File: config.mk
export PLATFORM = sky130hd
export DESIGN_NAME = muldiv_unit_flat
export DESIGN_NICKNAME = d
export VERILOG_FILES = /design/src/rtl/muldiv_unit_pkg.sv /design/src/rtl/muldiv_unit_if.sv /design/src/rtl/muldiv_unit_step.sv /design/src/rtl/muldiv_unit.sv /design/src/flat_wrapper.sv
export SDC_FILE = /design/constraint.sdc
export NUM_CORES = 2
export LEC_CHECK = 0
export CORE_MARGIN = 10
export CORE_UTILIZATION = 35
export DETAILED_ROUTE_END_ITERATION = 6
export MAX_ROUTING_LAYER = met4
export PLACE_DENSITY = 0.56
export SLEW_MARGIN = 10
export SYNTH_ARGS = -nofsm -noshare
export SYNTH_HDL_FRONTEND = slang
export SYNTH_SLANG_ARGS = --single-unit
File: constraint.sdc
create_clock -name clk -period 11.5 [get_ports clk]
set_input_delay 2.3 -clock clk [delete_from_list [all_inputs] [get_ports clk]]
set_output_delay 2.3 -clock clk [all_outputs]
set_load 0.05 [all_outputs]
File: src/rtl/muldiv_unit_pkg.sv
// Shared definitions for the M-extension multiply/divide unit.
//   - Opcode values from the shared decode table (8-bit codes).
//   - FSM state encoding and result-select encoding.
//   - is_word_op(): true for the 32-bit W-suffixed operations.
package muldiv_unit_pkg;

    localparam logic [7:0] OP_MUL    = 8'd10;
    localparam logic [7:0] OP_MULH   = 8'd11;
    localparam logic [7:0] OP_MULHSU = 8'd12;
    localparam logic [7:0] OP_MULHU  = 8'd13;
    localparam logic [7:0] OP_DIV    = 8'd14;
    localparam logic [7:0] OP_DIVU   = 8'd15;
    localparam logic [7:0] OP_REM    = 8'd16;
    localparam logic [7:0] OP_REMU   = 8'd17;
    localparam logic [7:0] OP_MULW   = 8'd38;
    localparam logic [7:0] OP_DIVW   = 8'd39;
    localparam logic [7:0] OP_DIVUW  = 8'd40;
    localparam logic [7:0] OP_REMW   = 8'd41;
    localparam logic [7:0] OP_REMUW  = 8'd42;

    typedef enum logic [1:0] {
        ST_IDLE,
        ST_CALC,
        ST_DONE
    } state_e;

    // Which part of the iteration registers forms the result.
    typedef enum logic [1:0] {
        SEL_MUL_LO,
        SEL_MUL_HI,
        SEL_QUO,
        SEL_REM
    } res_sel_e;

    function automatic logic is_word_op(input logic [7:0] op);
        return (op == OP_MULW)  || (op == OP_DIVW) || (op == OP_DIVUW) ||
               (op == OP_REMW)  || (op == OP_REMUW);
    endfunction

endpackage

File: src/rtl/muldiv_unit_if.sv
// Request/response bundle between the execute stage and muldiv_unit.
//   master: issues in_valid/instruction/rs1/rs2/flush, accepts with out_ready.
//   slave : the unit; returns in_ready, out_valid and result.
interface muldiv_unit_if #(
    parameter int XLEN = 64
);
    logic            in_valid;
    logic            in_ready;
    logic [7:0]      instruction;
    logic [XLEN-1:0] rs1;
    logic [XLEN-1:0] rs2;
    logic            flush;
    logic            out_valid;
    logic            out_ready;
    logic [XLEN-1:0] result;

    modport master (
        output in_valid, instruction, rs1, rs2, flush, out_ready,
        input  in_ready, out_valid, result
    );

    modport slave (
        input  in_valid, instruction, rs1, rs2, flush, out_ready,
        output in_ready, out_valid, result
    );
endinterface

File: src/rtl/muldiv_unit_step.sv
// muldiv_step: one combinational iteration of the shift-add multiplier or the
// restoring divider, operating on a {hi, lo} register pair.
//   is_div  : 1 = divide step, 0 = multiply step
//   hi, lo  : current iteration state
//               multiply: hi = partial product, lo = remaining multiplier bits
//               divide  : hi = partial remainder, lo = dividend/quotient shifter
//   opnd    : multiplicand (multiply) or divisor (divide) magnitude
//   hi_next, lo_next : state after this iteration
module muldiv_step #(
    parameter int XLEN = 64
) (
    input  logic            is_div,
    input  logic [XLEN-1:0] hi,
    input  logic [XLEN-1:0] lo,
    input  logic [XLEN-1:0] opnd,
    output logic [XLEN-1:0] hi_next,
    output logic [XLEN-1:0] lo_next
);
    logic [XLEN:0] sum;
    logic [XLEN:0] shifted;
    logic [XLEN:0] diff;

    always_comb begin
        // Multiply: add multiplicand when the current multiplier bit is set,
        // then shift the whole {carry, hi, lo} right by one.
        sum     = {1'b0, hi} + (lo[0] ? {1'b0, opnd} : '0);
        // Divide: bring the next dividend bit into the remainder and trial
        // subtract. A set top bit of diff means the subtract borrowed.
        shifted = {hi, lo[XLEN-1]};
        diff    = shifted - {1'b0, opnd};
        if (is_div) begin
            if (!diff[XLEN]) begin
                hi_next = diff[XLEN-1:0];
                lo_next = {lo[XLEN-2:0], 1'b1};
            end else begin
                hi_next = shifted[XLEN-1:0];
                lo_next = {lo[XLEN-2:0], 1'b0};
            end
        end else begin
            hi_next = sum[XLEN:1];
            lo_next = {sum[0], lo[XLEN-1:1]};
        end
    end
endmodule

File: src/rtl/muldiv_unit.sv
// muldiv_unit: iterative RV32M/RV64M multiply/divide/remainder unit.
//   clk   : rising-edge clock
//   reset : asynchronous active-high reset, returns the unit to IDLE
//   bus   : muldiv_unit_if slave port (request handshake, flush,
//           registered result handshake)
// One op at a time: IDLE accepts, CALC runs N single-bit iterations
// (N = XLEN, or 32 for W ops), DONE registers the result and holds it until
// the consumer takes it. Divide-by-zero, signed overflow and unknown opcodes
// skip CALC and go straight to DONE.
module muldiv_unit
    import muldiv_unit_pkg::*;
#(
    parameter int XLEN = 64
) (
    input logic          clk,
    input logic          reset,
    muldiv_unit_if.slave bus
);
    localparam int              CW        = $clog2(XLEN);
    localparam logic [CW-1:0]   LAST_FULL = CW'(XLEN - 1);
    localparam logic [CW-1:0]   LAST_WORD = CW'(31);
    localparam int              WSHIFT    = XLEN - 32;

    function automatic logic [XLEN-1:0] sext32(input logic [31:0] v);
        logic signed [31:0]     s;
        logic signed [XLEN-1:0] x;
        s = v;
        x = s;
        return x;
    endfunction

    // Control state
    state_e          state;
    logic [CW-1:0]   cnt;
    logic            in_ready_q;
    logic            out_valid_q;
    logic [XLEN-1:0] result_q;

    // Captured op and iteration registers (no reset needed: only read
    // after an accept has loaded them)
    logic            word_q;
    logic            is_div_q;
    logic            fast_q;
    logic            neg_q;
    res_sel_e        sel_q;
    logic [XLEN-1:0] hi_q;
    logic [XLEN-1:0] lo_q;
    logic [XLEN-1:0] opnd_q;

    // Decode
    logic            known;
    logic            word;
    logic            is_div;
    logic            a_signed;
    logic            b_signed;
    res_sel_e        sel;

    // Operand preparation and special cases
    logic [XLEN-1:0] opa;
    logic [XLEN-1:0] opb;
    logic            a_neg;
    logic            b_neg;
    logic [XLEN-1:0] mag_a;
    logic [XLEN-1:0] mag_b;
    logic [XLEN-1:0] min_val;
    logic            div_zero;
    logic            ovf;
    logic            fast;
    logic            neg;
    logic [XLEN-1:0] fast_val;
    logic            accept;

    // Result formation
    logic [2*XLEN-1:0] prod;
    logic [2*XLEN-1:0] prod_s;
    logic [XLEN-1:0]   quo_s;
    logic [XLEN-1:0]   rem_s;
    logic [XLEN-1:0]   lo_w;
    logic [XLEN-1:0]   final_val;

    logic [XLEN-1:0] hi_n;
    logic [XLEN-1:0] lo_n;

    assign accept = bus.in_valid & in_ready_q & ~bus.flush;

    always_comb begin
        known    = 1'b1;
        word     = is_word_op(bus.instruction);
        is_div   = 1'b0;
        a_signed = 1'b0;
        b_signed = 1'b0;
        sel      = SEL_MUL_LO;
        case (bus.instruction)
            OP_MUL:    sel = SEL_MUL_LO;
            OP_MULH:   begin sel = SEL_MUL_HI; a_signed = 1'b1; b_signed = 1'b1; end
            OP_MULHSU: begin sel = SEL_MUL_HI; a_signed = 1'b1; end
            OP_MULHU:  sel = SEL_MUL_HI;
            OP_DIV:    begin sel = SEL_QUO; is_div = 1'b1; a_signed = 1'b1; b_signed = 1'b1; end
            OP_DIVU:   begin sel = SEL_QUO; is_div = 1'b1; end
            OP_REM:    begin sel = SEL_REM; is_div = 1'b1; a_signed = 1'b1; b_signed = 1'b1; end
            OP_REMU:   begin sel = SEL_REM; is_div = 1'b1; end
            OP_MULW:   sel = SEL_MUL_LO;
            OP_DIVW:   begin sel = SEL_QUO; is_div = 1'b1; a_signed = 1'b1; b_signed = 1'b1; end
            OP_DIVUW:  begin sel = SEL_QUO; is_div = 1'b1; end
            OP_REMW:   begin sel = SEL_REM; is_div = 1'b1; a_signed = 1'b1; b_signed = 1'b1; end
            OP_REMUW:  begin sel = SEL_REM; is_div = 1'b1; end
            default:   known = 1'b0;
        endcase
        // W ops exist only on a 64-bit datapath.
        if (word && (XLEN != 64)) known = 1'b0;
    end

    always_comb begin
        if (word) begin
            opa = a_signed ? sext32(bus.rs1[31:0]) : XLEN'(bus.rs1[31:0]);
            opb = b_signed ? sext32(bus.rs2[31:0]) : XLEN'(bus.rs2[31:0]);
        end else begin
            opa = bus.rs1;
            opb = bus.rs2;
        end
        a_neg = a_signed & opa[XLEN-1];
        b_neg = b_signed & opb[XLEN-1];
        mag_a = a_neg ? -opa : opa;
        mag_b = b_neg ? -opb : opb;

        // In W form the most negative value is the sign-extended 32-bit one.
        min_val  = word ? sext32(32'h8000_0000) : {1'b1, {(XLEN-1){1'b0}}};
        div_zero = is_div & (opb == '0);
        ovf      = is_div & a_signed & (opa == min_val) & (opb == '1);
        fast     = ~known | div_zero | ovf;

        fast_val = '0;
        if (known && div_zero) begin
            if (sel == SEL_QUO) fast_val = '1;
            else                fast_val = word ? sext32(bus.rs1[31:0]) : bus.rs1;
        end else if (known && ovf) begin
            if (sel == SEL_QUO) fast_val = opa;
            else                fast_val = '0;
        end

        case (sel)
            SEL_MUL_HI: neg = a_neg ^ b_neg;
            SEL_QUO:    neg = a_neg ^ b_neg;
            SEL_REM:    neg = a_neg;
            default:    neg = 1'b0;
        endcase
    end

    muldiv_step #(.XLEN(XLEN)) u_step (
        .is_div  (is_div_q),
        .hi      (hi_q),
        .lo      (lo_q),
        .opnd    (opnd_q),
        .hi_next (hi_n),
        .lo_next (lo_n)
    );

    // Sign restore and W-op extension applied once the iterations finish.
    always_comb begin
        prod   = {hi_q, lo_q};
        prod_s = neg_q ? -prod : prod;
        quo_s  = neg_q ? -lo_q : lo_q;
        rem_s  = neg_q ? -hi_q : hi_q;
        // After 32 multiply steps the low product word sits in the top half of lo.
        lo_w   = lo_q >> WSHIFT;
        final_val = '0;
        if (fast_q) begin
            final_val = lo_q;
        end else begin
            case (sel_q)
                SEL_MUL_LO: final_val = word_q ? sext32(lo_w[31:0]) : lo_q;
                SEL_MUL_HI: final_val = prod_s[2*XLEN-1:XLEN];
                SEL_QUO:    final_val = word_q ? sext32(quo_s[31:0]) : quo_s;
                SEL_REM:    final_val = word_q ? sext32(rem_s[31:0]) : rem_s;
                default:    final_val = '0;
            endcase
        end
    end

    // Capture stage: load magnitudes / fast result; CALC: one step per cycle.
    always_ff @(posedge clk) begin
        if (state == ST_IDLE && accept) begin
            word_q   <= word;
            is_div_q <= is_div;
            fast_q   <= fast;
            neg_q    <= neg;
            sel_q    <= sel;
            hi_q     <= '0;
            if (fast) begin
                lo_q   <= fast_val;
                opnd_q <= '0;
            end else if (is_div) begin
                // W dividends are left-justified so 32 steps consume them fully.
                lo_q   <= word ? (mag_a << WSHIFT) : mag_a;
                opnd_q <= mag_b;
            end else begin
                lo_q   <= mag_b;
                opnd_q <= mag_a;
            end
        end else if (state == ST_CALC) begin
            hi_q <= hi_n;
            lo_q <= lo_n;
        end
    end

    // FSM with registered handshake outputs. out_valid is raised one cycle
    // after entering DONE, the same cycle result is written.
    always_ff @(posedge clk or posedge reset) begin
        if (reset) begin
            state       <= ST_IDLE;
            cnt         <= '0;
            in_ready_q  <= 1'b1;
            out_valid_q <= 1'b0;
            result_q    <= '0;
        end else begin
            case (state)
                ST_IDLE: begin
                    if (accept) begin
                        cnt        <= '0;
                        in_ready_q <= 1'b0;
                        state      <= fast ? ST_DONE : ST_CALC;
                    end
                end
                ST_CALC: begin
                    if (bus.flush) begin
                        state      <= ST_IDLE;
                        in_ready_q <= 1'b1;
                    end else if (cnt == (word_q ? LAST_WORD : LAST_FULL)) begin
                        state <= ST_DONE;
                    end else begin
                        cnt <= cnt + 1'b1;
                    end
                end
                ST_DONE: begin
                    if (bus.flush) begin
                        state       <= ST_IDLE;
                        in_ready_q  <= 1'b1;
                        out_valid_q <= 1'b0;
                    end else if (!out_valid_q) begin
                        out_valid_q <= 1'b1;
                        result_q    <= final_val;
                    end else if (bus.out_ready) begin
                        out_valid_q <= 1'b0;
                        state       <= ST_IDLE;
                        in_ready_q  <= 1'b1;
                    end
                end
                default: begin
                    state      <= ST_IDLE;
                    in_ready_q <= 1'b1;
                end
            endcase
        end
    end

    assign bus.in_ready  = in_ready_q;
    assign bus.out_valid = out_valid_q;
    assign bus.result    = result_q;

endmodule

File: src/flat_wrapper.sv
// flat-port wrapper written by rule: the top's interface ports become plain ports
module muldiv_unit_flat import muldiv_unit_pkg::*;
#(
    parameter int XLEN = 64
)
  (clk, reset, bus_in_valid, bus_instruction, bus_rs1, bus_rs2, bus_flush, bus_out_ready, bus_in_ready, bus_out_valid, bus_result);
  muldiv_unit_if #(.XLEN(XLEN)) bus_i ();
  input logic clk;
  input logic reset;
  input wire logic [$bits(bus_i.in_valid)-1:0] bus_in_valid;
  input wire logic [$bits(bus_i.instruction)-1:0] bus_instruction;
  input wire logic [$bits(bus_i.rs1)-1:0] bus_rs1;
  input wire logic [$bits(bus_i.rs2)-1:0] bus_rs2;
  input wire logic [$bits(bus_i.flush)-1:0] bus_flush;
  input wire logic [$bits(bus_i.out_ready)-1:0] bus_out_ready;
  output wire logic [$bits(bus_i.in_ready)-1:0] bus_in_ready;
  output wire logic [$bits(bus_i.out_valid)-1:0] bus_out_valid;
  output wire logic [$bits(bus_i.result)-1:0] bus_result;
  assign bus_i.in_valid = bus_in_valid;
  assign bus_i.instruction = bus_instruction;
  assign bus_i.rs1 = bus_rs1;
  assign bus_i.rs2 = bus_rs2;
  assign bus_i.flush = bus_flush;
  assign bus_i.out_ready = bus_out_ready;
  assign bus_in_ready = bus_i.in_ready;
  assign bus_out_valid = bus_i.out_valid;
  assign bus_result = bus_i.result;
  muldiv_unit #(.XLEN(XLEN)) u_core (.clk(clk), .reset(reset), .bus(bus_i));
endmodule
==> metrics.txt <==
# TYPE chip_impl_metric gauge
chip_impl_info{name="clock-root-buffer",value="sky130_fd_sc_hd__clkbuf_16"} 1
chip_impl_metric{name="grt_start_max_net_pins",unit=""} 94
chip_impl_metric{name="horiz_die_dim",unit="um"} 324
chip_impl_metric{name="die-height",unit="um"} 324
chip_impl_info{name="post_synth_main_area_contributors",value="sky130_fd_sc_hd__edfxtp_1, sky130_fd_sc_hd__a21oi_1, sky130_fd_sc_hd__o21ai_0, sky130_fd_sc_hd__xnor2_1, sky130_fd_sc_hd__dfrtp_1"} 1
chip_impl_metric{name="total_power",unit="mW"} 4.56
chip_impl_metric{name="max-vdd-ir-drop",unit="mV"} 0.118
chip_impl_metric{name="vias",unit=""} 36700
chip_impl_metric{name="drc",unit=""} 3
chip_impl_metric{name="total_leakage_power",unit="nW"} 13.9
chip_impl_metric{name="report.final.slew_viol_count",unit=""} 0
chip_impl_metric{name="placement.io_buffers",unit=""} 206
chip_impl_metric{name="numClockSinks",unit=""} 272
chip_impl_metric{name="finalInstanceArea",unit="um^2"} 36800
chip_impl_metric{name="postLayoutSetupSlackWorst",unit="ps"} 4350
chip_impl_metric{name="worst_slew_pin_slew",unit="ps"} 1370
chip_impl_info{name="worstSetupPathType",value="primary input to flip-flop"} 1
chip_impl_metric{name="drt-wirelength-per-cell",unit="um"} 30.3
chip_impl_info{name="worst_setup_path_start_kind",value="primary input"} 1
chip_impl_metric{name="ios",unit=""} 207
chip_impl_metric{name="fin_crit",unit="ps"} 7150
chip_impl_info{name="critPathTopFamily",value="compound AO/OA/AOI/OAI gates"} 1
chip_impl_metric{name="cts_buffers",unit=""} 36
chip_impl_metric{name="dp.final_hpwl",unit="um"} 136000
chip_impl_metric{name="timing.final.setup_violations",unit=""} 0
chip_impl_metric{name="maxSlewHeadroom",unit="%"} 7.56
chip_impl_metric{name="crit_buf_inv",unit=""} 2
chip_impl_metric{name="grt_use_total",unit="%"} 32.1
chip_impl_metric{name="floorplan.core_area",unit="um^2"} 91800
chip_impl_metric{name="post-cts-setup-buffer-count",unit=""} 0
chip_impl_metric{name="final-instance-count-excl-fill",unit=""} 5739
chip_impl_metric{name="synthesis.nets",unit=""} 4750
chip_impl_info{name="critical_path.most_common_cell",value="sky130_fd_sc_hd__nor2_1"} 1
chip_impl_metric{name="synth_enable_flop_cells",unit=""} 134
chip_impl_metric{name="p_per_area",unit="nW/um^2"} 124
chip_impl_info{name="rsz0062_at_grt",value="false"} 1
chip_impl_metric{name="dp_cells",unit=""} 5670
chip_impl_metric{name="worst-endpoint-required",unit="ps"} 11690
chip_impl_info{name="yosys.cell_count.top_type",value="sky130_fd_sc_hd__nor2_1"} 1
chip_impl_metric{name="floorplan.rows",unit=""} 111
chip_impl_metric{name="globalRouteOverflowTotal",unit=""} 0
chip_impl_info{name="timing.critical_path.to_type",value="flip-flop"} 1
chip_impl_metric{name="placement.setup.worst_slack",unit="ps"} 3980
chip_impl_info{name="timing.critical_path.cells",value="clkdlybuf4s50_1, and4b_1, o21ai_2, nor2_1, nor2_1, a21o_1, buf_4, a21oi_1, xnor2_1, nor2_1, a211oi_1"} 1
chip_impl_metric{name="postRouteAntennaNets",unit=""} 0
chip_impl_metric{name="cts_htree_levels",unit=""} 2
chip_impl_metric{name="synth.ff_latch_count",unit=""} 272
chip_impl_metric{name="yosys.area.top_type_share",unit="%"} 12.4
chip_impl_metric{name="setup_total_negative_slack",unit="ps"} 0
chip_impl_metric{name="ys_types",unit=""} 95
chip_impl_metric{name="share_of_post_route_cells_with_drive_strength_above_1",unit="%"} 5.75
chip_impl_info{name="holdCritPathClass",value="flip-flop to flip-flop"} 1
chip_impl_metric{name="layout-area-overhead-vs-synth",unit="%"} 13.3
chip_impl_metric{name="final_net_count",unit=""} 4745
chip_impl_metric{name="synth_async_sr_flop_share",unit="%"} 27.2
chip_impl_metric{name="clk_pin_slew",unit="ps"} 60
chip_impl_metric{name="detail_route.vias_per_cell",unit=""} 6.40
chip_impl_metric{name="crit_path_max_incr_delay",unit="ps"} 960
chip_impl_metric{name="postSynthCellCount",unit=""} 4470
chip_impl_metric{name="finClkSkew",unit="ps"} 24.8
chip_impl_metric{name="post_dp_area",unit="um^2"} 35600
chip_impl_metric{name="fin_crit_sh",unit="%"} 62.2
chip_impl_info{name="cts_tree",value="done"} 1
chip_impl_metric{name="fillerInstances",unit=""} 9707
chip_impl_metric{name="worstSkewPairLatency",unit="ps"} 580
chip_impl_metric{name="first_drt_pass_iteration_count",unit=""} 7
chip_impl_info{name="failed_checks",value="DRC"} 1
chip_impl_metric{name="first_global_vias",unit=""} 34400
chip_impl_info{name="run_status",value="finished with violations"} 1
chip_impl_info{name="synth.top_cells.by_count",value="sky130_fd_sc_hd__nor2_1, sky130_fd_sc_hd__a21oi_1, sky130_fd_sc_hd__o21ai_0, sky130_fd_sc_hd__nand2_1, sky130_fd_sc_hd__clkbuf_1"} 1
chip_impl_metric{name="cts_hold_buffers",unit=""} 0
chip_impl_metric{name="design.die.area",unit="um^2"} 105000
chip_impl_metric{name="cts_repair_resize_count",unit=""} 0
chip_impl_metric{name="grt_first_pass_wirelength",unit="um"} 248000
chip_impl_metric{name="ys_warn_count",unit=""} 0
chip_impl_info{name="timing.critical_path.slowest_stage_cell",value="sky130_fd_sc_hd__a211oi_1"} 1
chip_impl_metric{name="syn_avg_cell_area",unit="um^2"} 7.26
chip_impl_metric{name="cp_max_fo",unit=""} 25
chip_impl_metric{name="final-hold-violation-count",unit=""} 0
chip_impl_metric{name="initial_antenna_violation_count",unit=""} 8
chip_impl_metric{name="gp_congestion",unit=""} 1.14
chip_impl_info{name="synth_largest_area_cell",value="sky130_fd_sc_hd__edfxtp_1"} 1
chip_impl_metric{name="cts-root-to-sink-buffers",unit=""} 3
chip_impl_metric{name="drt-initial-drc-count",unit=""} 4698
chip_impl_metric{name="achievable-frequency",unit="MHz"} 140
chip_impl_metric{name="seq_area_frac_synth",unit="%"} 22.1
chip_impl_metric{name="number_of_max_cap_violations",unit=""} 0
chip_impl_info{name="synthFlopType",value="sky130_fd_sc_hd__edfxtp_1"} 1
chip_impl_metric{name="worstPathArrival",unit="ps"} 7350
chip_impl_metric{name="final_wirelength",unit="um"} 174000
chip_impl_metric{name="post_synth_instance_area",unit="um^2"} 32400
chip_impl_metric{name="initial_core_util",unit="%"} 35.3
==> placed cells by master (no fill, tap or decap), types with 113 or more instances in the layout <==
cell type	Yosys	layout
sky130_fd_sc_hd__xor2_1	151	151
sky130_fd_sc_hd__clkdlybuf4s50_1	0	206
sky130_fd_sc_hd__nand2_1	395	394
sky130_fd_sc_hd__inv_1	140	136
sky130_fd_sc_hd__nor2_1	446	445
sky130_fd_sc_hd__nor3_1	114	113
sky130_fd_sc_hd__o21ai_0	408	407
sky130_fd_sc_hd__a21oi_1	440	439
sky130_fd_sc_hd__xnor2_1	213	212
sky130_fd_sc_hd__ha_1	137	137
sky130_fd_sc_hd__edfxtp_1	134	134
==> worst reg2reg max path, cell delays in order, from the launching register on <==
cell,delay [ps]
sky130_fd_sc_hd__edfxtp_1,360
sky130_fd_sc_hd__buf_4,190
sky130_fd_sc_hd__inv_2,60
sky130_fd_sc_hd__buf_4,580
sky130_fd_sc_hd__nor2_1,160
sky130_fd_sc_hd__ha_1,410
sky130_fd_sc_hd__nor2b_1,250
sky130_fd_sc_hd__o2111ai_1,210
sky130_fd_sc_hd__a21oi_1,230
sky130_fd_sc_hd__nor3_1,130
sky130_fd_sc_hd__o41ai_1,1190
sky130_fd_sc_hd__a41oi_1,500
sky130_fd_sc_hd__o41ai_1,1010
sky130_fd_sc_hd__a21oi_1,280
sky130_fd_sc_hd__xor2_1,210
sky130_fd_sc_hd__a221o_1,350
sky130_fd_sc_hd__nor2_1,90
==> kinds of logic after synthesis <==
kind of cell,after synthesis,share of synthesized area (%)
fa+ha+maj,139,5.41
mux,108,3.66
flops,272,22.1
buf+inv,493,5.78
compound gates,1603,31.0
simple gates,1491,22.2
xor+xnor,364,9.83
==> layer usage <==
metal	part of all wire [%]	global-route usage, %
met3	8.4	5.17
met5	0	-
met2	44	48.5
met4	6.4	17.5
met1	41	40.5
==> registers in the layout, indices dropped and copies added (netlist names), 2 cells and up <==
name and count:
u_core.hi_q 64, u_core.sel_q 2, u_core.cnt 6, u_core.bus.result 64, u_core.lo_q 64, u_core.opnd_q 64, u_core.state 2
==> cell type report <==
cell class / count / area, um^2 / share of cell area, %
Timing Repair Buffer: 308 / 2830 / 7.69
Sequential cell: 272 / 7160 / 19.5
Antenna cell: 6 / 15.0 / 0.0408
Tap cell: 1243 / 1560 / 4.23
Clock inverter: 19 / 200 / 0.545
Clock buffer: 44 / 993 / 2.70
Inverter: 142 / 539 / 1.47
Multi-Input combinational cell: 3705 / 23500 / 63.8
==> path summary, 6_finish.rpt <==
kind / from / end / slack, ps / cells past startpoint
setup reg to reg: u_core.lo_q[0] / u_core.hi_q[59] / 5230 / 16
max in group asynchronous: reset / u_core.bus.result[10] / 8370 / 3
setup / recovery: bus_instruction[1] / u_core.opnd_q[41] / 4350 / 11
hold reg to reg: u_core.bus.result[12] / u_core.bus.result[12] / 480 / 2
hold / removal: u_core.bus.result[12] / u_core.bus.result[12] / 480 / 2
min in group asynchronous: reset / u_core.bus.result[32] / 2120 / 2
==> power breakdown <==
group	leakage, nW	internal [mW]	switching [mW]
sequential	2.74	1.11	0.233
combinational	10.6	0.743	1.28
clock	0.580	0.703	0.495
==> metrics by stage <==
stage | hold slack (ps) | utilization (%)
finish | 481 | 40.0
global route | 503 | 40.0
CTS | 483 | 40.0
detailed placement | 470 | 38.7
global placement | 466 | 38.7
floorplan | 487 | -
(Power assumes the default switching activity.)
